`config.mk`:
```
export PLATFORM = sky130hd
export DESIGN_NAME = int_ctrl
export DESIGN_NICKNAME = d
export VERILOG_FILES = /design/src/rtl/cpu_int_pkg.sv /design/src/rtl/int_prio_enc.sv /design/src/rtl/int_ctrl.sv
export SDC_FILE = /design/constraint.sdc
export NUM_CORES = 1
export LEC_CHECK = 0
export ABC_AREA = 1
export CAP_MARGIN = 30
export CORE_UTILIZATION = 48
export CTS_CLUSTER_DIAMETER = 150
export DETAILED_ROUTE_END_ITERATION = 8
export PLACE_DENSITY = 0.77
export SLEW_MARGIN = 30
export SYNTH_ARGS = -nofsm -noshare
export SYNTH_HDL_FRONTEND = slang
export SYNTH_SLANG_ARGS = --single-unit
```
`constraint.sdc`:
```
create_clock -name clk -period 1.6 [get_ports clk]
set_input_delay 0.32 -clock clk [delete_from_list [all_inputs] [get_ports clk]]
set_output_delay 0.32 -clock clk [all_outputs]
set_load 0.02 [all_outputs]
```
`src/rtl/cpu_int_pkg.sv`:
```
// Shared definitions for the interrupt controller: FSM encoding, WAIT timeout,
// default vector layout and the interrupt ID width.
package cpu_int_pkg;

    localparam int          ID_W           = 4;
    localparam int          WAIT_TIMEOUT   = 4;
    localparam logic [15:0] DEF_VEC_BASE   = 16'h0010;
    localparam logic [15:0] DEF_VEC_STRIDE = 16'h0004;

    typedef enum logic [2:0] {
        ST_IDLE,
        ST_ISSUE,
        ST_WAIT,
        ST_ISR,
        ST_DRAIN
    } int_fsm_e;

endpackage

```
`src/rtl/int_prio_enc.sv`:
```
// Combinational fixed-priority encoder: the lowest set request index wins.
module int_prio_enc
    import cpu_int_pkg::*;
#(
    parameter int N = 4
) (
    input  logic [N-1:0]    req_i,
    output logic [ID_W-1:0] idx_o,
    output logic            any_o
);

    // Scan from the top down so the lowest set index is the final assignment.
    always_comb begin
        idx_o = '0;
        for (int i = N - 1; i >= 0; i--) begin
            if (req_i[i]) begin
                idx_o = ID_W'(i);
            end
        end
    end

    assign any_o = |req_i;

endmodule

```
`src/rtl/int_ctrl.sv`:
```
// Single-level interrupt controller: edge-latched pending bits, fixed priority,
// one-cycle injection into EXE. Define INT_VECTOR_EN for per-source ISR vectors.
module int_ctrl
    import cpu_int_pkg::*;
#(
    parameter int          N_SRC    = 4,
    parameter logic [15:0] VEC_BASE = DEF_VEC_BASE
`ifdef INT_VECTOR_EN
    ,
    parameter logic [15:0] VEC_STRIDE = DEF_VEC_STRIDE
`endif
) (
    input  logic             clk,
    input  logic             rst_n,
    input  logic [N_SRC-1:0] irq,
    input  logic             en_wr,
    input  logic [N_SRC-1:0] en_wdata,
    input  logic             gie,
    input  logic             stall,
    input  logic             int_state,
    input  logic             ret_exe,
    output logic             int_in,
    output logic [15:0]      int_vec,
    output logic [3:0]       int_id,
    output logic             busy,
    output logic [N_SRC-1:0] pending,
    output logic [15:0]      int_cnt
);

    int_fsm_e         state_q, state_d;
    logic [N_SRC-1:0] irq_q;
    logic [N_SRC-1:0] en_q, en_d;
    logic [N_SRC-1:0] pending_q, pending_d;
    logic [ID_W-1:0]  int_id_q, int_id_d;
    logic [15:0]      int_cnt_q, int_cnt_d;
    logic [2:0]       wait_cnt_q, wait_cnt_d;

    logic [N_SRC-1:0] eligible;
    logic [ID_W-1:0]  win_idx;
    logic             win_any;
    logic             issue;
    logic             timeout;

    assign eligible = pending_q & en_q & {N_SRC{gie}};

    int_prio_enc #(
        .N(N_SRC)
    ) u_prio (
        .req_i(eligible),
        .idx_o(win_idx),
        .any_o(win_any)
    );

    always_comb begin
        state_d = state_q;
        issue   = 1'b0;
        timeout = 1'b0;
        case (state_q)
            ST_IDLE: begin
                if (win_any && !stall && !int_state) begin
                    state_d = ST_ISSUE;
                    issue   = 1'b1;
                end
            end
            ST_ISSUE: state_d = ST_WAIT;
            ST_WAIT: begin
                if (int_state) begin
                    state_d = ST_ISR;
                end else if (wait_cnt_q == 3'(WAIT_TIMEOUT - 1)) begin
                    // EXE never acknowledged: abandon and re-arm the source.
                    state_d = ST_IDLE;
                    timeout = 1'b1;
                end
            end
            ST_ISR: begin
                if (ret_exe && int_state) begin
                    state_d = ST_DRAIN;
                end
            end
            ST_DRAIN: state_d = ST_IDLE;
            default:  state_d = ST_IDLE;
        endcase
    end

    assign wait_cnt_d = (state_q == ST_WAIT && !int_state) ? wait_cnt_q + 3'd1 : 3'd0;
    assign en_d       = en_wr ? en_wdata : en_q;
    assign int_id_d   = issue ? win_idx : int_id_q;
    assign int_cnt_d  = issue ? int_cnt_q + 16'd1 : int_cnt_q;

    // A new edge on a bit overrides its clear in the same cycle.
    for (genvar gi = 0; gi < N_SRC; gi++) begin : g_pend
        assign pending_d[gi] = (pending_q[gi] & ~(issue && win_idx == ID_W'(gi)))
                             | (irq[gi] & ~irq_q[gi])
                             | (timeout && int_id_q == ID_W'(gi));
    end

    always_ff @(posedge clk or negedge rst_n) begin
        if (!rst_n) begin
            state_q    <= ST_IDLE;
            irq_q      <= '0;
            en_q       <= '0;
            pending_q  <= '0;
            int_id_q   <= '0;
            int_cnt_q  <= '0;
            wait_cnt_q <= '0;
        end else begin
            state_q    <= state_d;
            irq_q      <= irq;
            en_q       <= en_d;
            pending_q  <= pending_d;
            int_id_q   <= int_id_d;
            int_cnt_q  <= int_cnt_d;
            wait_cnt_q <= wait_cnt_d;
        end
    end

    assign int_in  = (state_q == ST_ISSUE);
    assign busy    = (state_q != ST_IDLE);
    assign int_id  = int_id_q;
    assign pending = pending_q;
    assign int_cnt = int_cnt_q;

`ifdef INT_VECTOR_EN
    assign int_vec = VEC_BASE + 16'(int_id_q) * VEC_STRIDE;
`else
    assign int_vec = VEC_BASE;
`endif

endmodule
```
==> flow_summary.json, run 1 <==
{
  "outcome": "completed",
  "place_hpwl_um": 3092,
  "power_leakage_nw": 1.308,
  "route.detailed.drc": 0,
  "core_um2": 4058,
  "final_common_cell": "nand2_1",
  "n_antenna_cell": 0,
  "globalplace.congestion": 0.9418,
  "startpoint_type": "input pin",
  "fin_crit_sh_pct": 96.68,
  "report.final.slew_viol_count": 0,
  "synth_top_cell_area_share_pct": 44.06,
  "cp.required_ns": 1.76,
  "reg2reg_setup_slack_ns": 0.09,
  "cts_max_level": 2,
  "clockRootBuffer": "clkbuf_8",
  "first_global_vias": 1636,
  "synth_seq_area_share_pct": 44.06,
  "critPathKind": "in -> reg",
  "antenna_found_initial": 0,
  "drt_wl_total_um": 4133,
  "clkTransAtPathRegs_ns": 0.08,
  "die_w_um": 67.27,
  "ant_nets": 0,
  "synthCells": 258,
  "fill_cells": 374,
  "arrival_ns": 1.71,
  "path_buf_inv": 1,
  "design_area_um2": 2579,
  "grt_overflow": 0,
  "synth-seq-cells": 36,
  "yosysWarnings": 0,
  "hold_buffers": 0,
  "dieArea_um2": 4525,
  "area_delta_synth_final_pct": 26.13,
  "num_io_pins": 57,
  "cp.depth": 8,
  "rsz0062_at_grt": "true",
  "cts_buffers": 5,
  "grt_pass1_wl_um": 7079,
  "vias": 1779,
  "rows": 23,
  "rr_endpoint": "int_cnt[15]",
  "hold_path.class": "in -> async",
  "max_stage_delay_ns": 0.54,
  "cts_tree": "done",
  "synth_area_per_cell_um2": 7.924,
  "cap_violations": 0,
  "cp-end-kind": "flop",
  "vias_per_cell": 4.901,
  "min_period_ns": 1.547,
  "track_usage_pct": 21.45,
  "most-common-layout-cells": "nand2_1 (72), dfrtp_1 (36), inv_1 (30), nor2_1 (30), dlygate4sd2_1 (21)",
  "power.density_nw_per_um2": 1246,
  "numClockSinks": 36,
  "hold_viol": 0,
  "portBuffers": 38,
  "reg2regPathDepth": 8,
  "initial_utilization_pct": 50.39,
  "syn-cell-area_um2": 2044,
  "yosysUniqueCellTypes": 26,
  "cts.path.max_buffers": 2,
  "wl_per_cell_um": 11.39,
  "drt_iter0_markers": 130,
  "die-height_um": 67.27,
  "grt_start_max_net_pins": 37,
  "drive_gt1_share_pct": 12.14,
  "synthTopCellsByArea": "dfrtp_1 (44%), nand2_1 (13%), buf_4 (6.6%)",
  "post-cts-setup-buffer-count": 0,
  "holdWs_ns": 0.3950,
  "placedInstanceArea_um2": 2500,
  "fmax_mhz": 646.4,
  "synth_area_leader_cell": "dfrtp_1",
  "r2r-start": "int_cnt[0]",
  "cp_max_fo": 18,
  "fin_skew_ns": 0.007130,
  "setup_viol": 0,
  "crit_family": "simple AND/OR/NAND/NOR gates",
  "fin_nets": 330,
  "irDropWorstVdd_mv": 0.7061,
  "drt_pass1_iterations": 4,
  "crit_chain": "clkdlybuf4s50_1 > nand3_1 > nand2_2 > nor2_2 > nor2_1 > nand2_4 > nand2_1 > o21ai_0",
  "clkLatencyLatePin_ns": 0.30,
  "crit_slowest_cell": "clkdlybuf4s50_1"
}
[per-layer routing]
layer  vias up  share of wire, %  global-route usage, %
met5         -                 0                      0
met1       833                47                  27.39
met2        56                47                  33.13
met4         0               1.7                  10.11
met3         9               4.8                  6.419
li1        881                 -                      -
[per-stage QoR]
step / cells / total power [W] / setup TNS (ns) / utilization (%) / setup slack (ns)
finish: 363 / 0.003213 / 0 / 63.55 / 0.05304
global route: 363 / 0.003424 / -0.03176 / 63.55 / -0.02325
CTS: 363 / 0.003254 / 0 / 63.64 / 0.003517
detailed placement: 355 / 0.002531 / -4.565 / 61.61 / -0.2955
global placement: 355 / 0.002499 / -2.486 / 61.61 / -0.1698
floorplan: 274 / 0.002025 / 0 / - / 0.09499
[worst max path at each step]
stage,slack (ns),end,start
2_1_floorplan,0.09,int_cnt[8],int_cnt[0]
3_3_place_gp,-0.17,int_cnt[5],gie
3_5_place_dp,-0.30,int_cnt[5],gie
4_1_cts,0.004,int_in,state_q[2]
5_1_grt,-0.02,int_cnt[5],gie
6_report,0.05,int_cnt[5],gie
[cell type report]
| type | count | area [um^2] | share of cell area (%) |
|---|---|---|---|
| repair buffers | 51 | 456.7 | 17.71 |
| inverters | 30 | 112.6 | 4.367 |
| multi-input cells | 188 | 938.4 | 36.39 |
| flip-flops and latches | 36 | 900.9 | 34.93 |
| well taps | 50 | 62.56 | 2.426 |
| clock buffers | 6 | 72.57 | 2.814 |
| clock inverters | 2 | 35.03 | 1.359 |
[registers in the layout, indices dropped and copies added, names as in the netlist]
signal	flops
en_q	4
int_cnt	16
int_id	2
irq_q	4
pending	4
state_q	3
wait_cnt_q	3
[Yosys cell counts]
cell	instances
nand2_1	72
dfrtp_1	36
inv_1	30
nor2_1	30
buf_4	18
nand3_1	11
o21ai_0	11
nor3_1	8
nand4_1	5
xnor2_1	5
xor2_1	5
mux2_2	4
ha_1	3
nand2_2	3
buf_6	2
conb_1	2
nand3b_1	2
nor2_2	2
nor3_2	2
a21oi_1	1
a31o_2	1
nand2_4	1
nand3_2	1
nor3_4	1
o21ai_1	1
o21ai_2	1
[worst register-to-register path: stages, from the launching register on]
cell     delay, ns
dfrtp_1       0.37
buf_4         0.14
nand2_1       0.08
nor2_1        0.27
nand2_1       0.19
o21ai_0       0.19
nand2_1       0.07
nand2_1       0.05
nand2_1       0.04
[cells by family (layout without fill, tap and decap cells)]
| group | count (synthesis) | in the layout | synth area share (%) |
|---|---|---|---|
| multiplexers | 4 | 4 | 2.203 |
| adder cells (fa/ha/maj) | 3 | 3 | 1.836 |
| XOR/XNOR | 10 | 10 | 4.284 |
| AND/OR/NAND/NOR | 138 | 138 | 29.99 |
| AO/OA/AOI/OAI | 15 | 15 | 4.039 |
| buffers and inverters | 50 | 89 | 13.22 |
| flip-flops | 36 | 36 | 44.06 |
| other | 2 | 18 | 0.3673 |
[repair_timing]
item                                    CTS  global route
endpoints found under the setup margin   23            17
cloned                                    0             0
resized for setup                        26             5
pin swaps                                 0             0
[power by group]
group / internal [W] / leakage, nW / switching, W / total (W)
Sequential: 0.00108 / 0.450 / 0.000151 / 0.00123
Combinational: 0.000456 / 0.803 / 0.000727 / 0.00118
Clock: 0.000463 / 0.0552 / 0.000340 / 0.000802
Power figures use the tool's default switching activity.
==> inputs of run 2 (changes only) <==
--- a/config.mk
+++ b/config.mk
@@ -7,10 +7,13 @@
 export LEC_CHECK = 0
 export ABC_AREA = 1
 export CAP_MARGIN = 30
-export CORE_UTILIZATION = 48
+export CELL_PAD_IN_SITES_DETAIL_PLACEMENT = 0
+export CELL_PAD_IN_SITES_GLOBAL_PLACEMENT = 1
+export CORE_UTILIZATION = 34
 export CTS_CLUSTER_DIAMETER = 150
 export DETAILED_ROUTE_END_ITERATION = 8
-export PLACE_DENSITY = 0.77
+export GPL_TIMING_DRIVEN = 1
+export PLACE_DENSITY = 0.76
 export SLEW_MARGIN = 30
 export SYNTH_ARGS = -nofsm -noshare
 export SYNTH_HDL_FRONTEND = slang
==> run 2 against run 1 <==
Compared with the run above: global-route usage shrank 5.8 points; setup slack got worse by 0.028 ns; worst hold slack worse by 0.0023 ns; clock power fell by 15%; combinational power up 4%; count of clock-buffer cells in the layout up 1; non-clock buffer count up 1.
==> flow_summary.json, run 2 (synthesis gave the netlist of run 1 again) <==
{
  "n_antenna_cell": 0,
  "dieArea_um2": 6327,
  "fin_crit_sh_pct": 98.41,
  "arrival_ns": 1.25,
  "vias_per_cell": 4.407,
  "first_global_vias": 1568,
  "fin_skew_ns": 0.006006,
  "power_leakage_nw": 1.325,
  "rsz0062_at_grt": "true",
  "cts_resized": 28,
  "portBuffers": 38,
  "reg2reg_setup_slack_ns": 0.18,
  "power.density_nw_per_um2": 1195,
  "grt_pass1_wl_um": 7541,
  "outcome": "completed",
  "drt_pass1_iterations": 4,
  "top_usage_layer": "met2",
  "hold_viol": 0,
  "vias": 1701,
  "fin_util_pct": 46.84,
  "cts_tree": "done",
  "cts_max_level": 2,
  "fin_nets": 331,
  "rows": 27,
  "crit_slowest_cell": "dfrtp_1",
  "drt_wl_total_um": 4233,
  "numClockSinks": 36,
  "hold_buffers": 0,
  "cts.path.max_buffers": 2,
  "dp_slack_ns": -0.2666,
  "post-cts-setup-buffer-count": 0,
  "cp.required_ns": 1.28,
  "r2r-start": "int_cnt[0]",
  "cp_max_fo": 4,
  "die_w_um": 79.55,
  "dp_cells": 378,
  "multi_input_area_um2": 954.7,
  "reg2regPathDepth": 7,
  "grt_overflow": 0,
  "die-height_um": 79.55,
  "startpoint_type": "flop",
  "setup_viol": 0,
  "largest_reg_flops": 16,
  "most-common-layout-cells": "nand2_1 (72), dfrtp_1 (35), inv_1 (30)",
  "cts_buffers": 5,
  "initial_utilization_pct": 36.24,
  "route.detailed.drc": 0,
  "crit_chain": "buf_4 > inv_1 > nand2_4 > clkdlybuf4s15_2",
  "area_delta_synth_final_pct": 29.25,
  "wl_per_cell_um": 10.97,
  "gr-usage-met2_pct": 23.59,
  "met3_usage_pct": 3.543,
  "antenna_found_initial": 0,
  "final_common_cell": "nand2_1",
  "num_io_pins": 57,
  "core_um2": 5642,
  "irDropWorstVdd_mv": 0.5764,
  "max_stage_delay_ns": 0.38,
  "critPathKind": "reg -> out",
  "holdWs_ns": 0.3927,
  "grt_start_max_net_pins": 37,
  "clkLatencyLatePin_ns": 0.29,
  "hold_path.class": "in -> async",
  "seqCellArea_um2": 902.1,
  "rr_endpoint": "int_cnt[8]",
  "drive_gt1_share_pct": 13.38,
  "clockRootBuffer": "clkbuf_8",
  "min_period_ns": 1.574,
  "track_usage_pct": 15.68,
  "final_cells": 386,
  "globalplace.congestion": 0.7672,
  "clkTransAtPathRegs_ns": 0.07,
  "place_hpwl_um": 3254,
  "fin_setup_tns_ns": 0,
  "ant_nets": 0,
  "cap_violations": 0,
  "report.final.slew_viol_count": 0,
  "fmax_mhz": 635.1,
  "met1_usage_pct": 21.37,
  "fill_cells": 587,
  "final.setup.worst_slack_ns": 0.02551,
  "drt_iter0_markers": 104,
  "cp-end-kind": "output pin"
}
[run 2: worst max path at each step]
stage               start  slack, ns  cells past startpoint          to
2_1_floorplan  int_cnt[0]       0.09                      7  int_cnt[8]
3_3_place_gp          gie      -0.19                      7  int_cnt[5]
3_5_place_dp          gie      -0.27                      7  int_cnt[5]
4_1_cts        state_q[1]       0.01                      4        busy
5_1_grt        state_q[2]      -0.05                      2      int_in
6_report       state_q[1]       0.03                      4        busy
[run 2: report_power, final]
part / total [W] / leakage (nW) / internal [W] / switching, W
Clock: 0.000678 / 0.0445 / 0.000350 / 0.000328
Sequential: 0.00125 / 0.449 / 0.00108 / 0.000170
Combinational: 0.00123 / 0.832 / 0.000497 / 0.000733
[run 2: cell type report]
cell class	instances	area share, %
clock inverters	1	0.2841
repair buffers	52	18.51
clock buffers	7	3.267
flip-flops and latches	36	34.14
inverters	30	4.261
well taps	72	3.409
multi-input cells	188	36.13
[run 2: routing by layer]
| metal | vias to the layer above | wire, um |
|---|---|---|
| met4 | 0 | 87 |
| met1 | 775 | 2060 |
| met2 | 41 | 1884 |
| li1 | 878 | - |
| met3 | 7 | 200 |
| met5 | - | 0 |
[run 2: through the flow]
stage	total power [W]	instance area, um^2
after global routing	0.003396	2643
after detailed placement	0.002556	2547
final	0.003157	2643
after floorplan	0.002025	2105
after CTS	0.003170	2618
after global placement	0.002538	2547
[run 2: worst max-delay path: cells and delay by family (launching register included)]
family        cells  cell delay (ns)
simple gates      1             0.08
buf+inv           3             0.50
flops             1             0.38
==> inputs of run 3 (changes only) <==
--- a/config.mk
+++ b/config.mk
@@ -13,7 +13,7 @@
 export CTS_CLUSTER_DIAMETER = 150
 export DETAILED_ROUTE_END_ITERATION = 8
 export GPL_TIMING_DRIVEN = 1
-export PLACE_DENSITY = 0.76
+export PLACE_DENSITY = 0.89
 export SLEW_MARGIN = 30
 export SYNTH_ARGS = -nofsm -noshare
 export SYNTH_HDL_FRONTEND = slang
==> run 3 against run 2 <==
Compared with the run above: power rose by 4.3%; sequential power barely moved; fmax up 1.4%; clock skew rose by 0.0027 ns; critical endpoint is now int_cnt[9].
==> flow_summary.json, run 3 (synthesis gave the netlist of run 1 again) <==
{
  "critPathKind": "reg -> out",
  "die_w_um": 79.55,
  "cp.required_ns": 1.28,
  "final_cells": 387,
  "rsz0062_at_grt": "false",
  "cts_tree": "done",
  "power_leakage_nw": 1.306,
  "largest_reg_flops": 16,
  "numClockSinks": 36,
  "setup_viol": 0,
  "min_period_ns": 1.553,
  "power.density_nw_per_um2": 1246,
  "wl_met3_um": 209,
  "r2r-start": "state_q[1]",
  "grt_overflow": 0,
  "wl_per_cell_um": 11.42,
  "startpoint_type": "flop",
  "report.power.total_w": 0.003293,
  "num_io_pins": 57,
  "clkLatencyLatePin_ns": 0.29,
  "wl_met1_um": 2080,
  "fin_crit_sh_pct": 97.07,
  "crit_family": "buffers and inverters",
  "route.detailed.drc": 0,
  "vias_per_cell": 4.491,
  "die-height_um": 79.55,
  "wl_met2_um": 2027,
  "core_um2": 5642,
  "first_global_vias": 1527,
  "dr.max_layer_used": "met4",
  "area_delta_synth_final_pct": 29.25,
  "hold_path.class": "in -> async",
  "drt_pass1_iterations": 5,
  "max_stage_delay_ns": 0.60,
  "drive_gt1_share_pct": 14.29,
  "fin_skew_ns": 0.008707,
  "cp-end-kind": "output pin",
  "dp_cells": 378,
  "track_usage_pct": 14.69,
  "arrival_ns": 1.23,
  "outcome": "completed",
  "crit_start": "int_cnt[9]",
  "grt_start_max_net_pins": 37,
  "placedInstanceArea_um2": 2535,
  "ant_nets": 0,
  "clkTransAtPathRegs_ns": 0.08,
  "rows": 27,
  "cts_max_level": 2,
  "report.final.slew_viol_count": 0,
  "place_hpwl_um": 3224,
  "cap_violations": 0,
  "crit_slowest_cell": "clkdlybuf4s50_1",
  "hold_viol": 0,
  "dieArea_um2": 6327,
  "hold_buffers": 0,
  "grt_pass1_wl_um": 7086,
  "most-common-layout-cells": "nand2_1 (72), dfrtp_1 (35), inv_1 (30)",
  "globalplace.congestion": 0.8588,
  "final_common_cell": "nand2_1",
  "vias": 1738,
  "drt_wl_total_um": 4418,
  "path_buf_inv": 1,
  "crit_chain": "clkdlybuf4s50_1",
  "cts_buffers": 5,
  "drt_iter0_markers": 92,
  "antenna_found_initial": 0,
  "fin_nets": 332,
  "clockRootBuffer": "clkbuf_8",
  "portBuffers": 38,
  "n_antenna_cell": 0,
  "fmax_mhz": 643.9,
  "cts.path.max_buffers": 2,
  "design_area_um2": 2643,
  "irDropWorstVdd_mv": 0.6176,
  "cp_max_fo": 2,
  "initial_utilization_pct": 36.24
}
## run 3: routing by layer
| layer | GRT usage, % | vias to the layer above |
|---|---|---|
| met5 | 0 | - |
| met1 | 19.73 | 799 |
| met4 | 6.182 | 0 |
| met3 | 3.771 | 10 |
| li1 | - | 885 |
| met2 | 22.22 | 44 |
## run 3: stage by stage
| stage | util (%) | TNS [ns] | setup slack, ns | hold slack [ns] |
|---|---|---|---|---|
| final | 46.84 | 0 | 0.04696 | 0.3932 |
| after detailed placement | 44.93 | -4.446 | -0.2874 | 0.4227 |
| after global routing | 46.84 | 0 | 0.001291 | 0.4007 |
| after global placement | 44.93 | -3.261 | -0.2173 | 0.4175 |
| after CTS | 46.37 | 0 | 0.0009329 | 0.4030 |
| after floorplan | - | 0 | 0.09499 | 0.02441 |
## run 3: area by class of cell
cell class | count | area, um^2
Fill cell | 559 | 2999
Multi-Input combinational cell | 189 | 964.7
Sequential cell | 36 | 902.1
Timing Repair Buffer | 52 | 461.7
Inverter | 30 | 112.6
Tap cell | 72 | 90.09
Clock buffer | 5 | 68.82
Clock inverter | 3 | 42.54
## run 3: final timing paths
path                                  to  slack [ns]  cells after the start
setup / recovery              int_cnt[9]        0.05                      1
hold / removal               int_cnt[10]        0.39                      2
setup reg to reg              pending[2]        0.15                      7
hold reg to reg            wait_cnt_q[0]        0.43                      1
max in group asynchronous     int_cnt[0]        1.01                      2
min in group clk           wait_cnt_q[0]        0.43                      1
## run 3: repair_timing
action / in CTS / in global routing
buffers inserted: 0 / 0
hold endpoints to repair: 0 / 0
gates cloned: 0 / 1
resized for setup: 29 / 8
pin swaps: 0 / 1
endpoints found under the setup margin: 23 / 16
## run 3: power by group
| group | switching (W) | total, W | internal [W] | leakage [nW] |
|---|---|---|---|---|
| registers | 0.000178 | 0.00126 | 0.00108 | 0.449 |
| clock network | 0.000353 | 0.000815 | 0.000461 | 0.0541 |
| logic | 0.000748 | 0.00122 | 0.000475 | 0.803 |
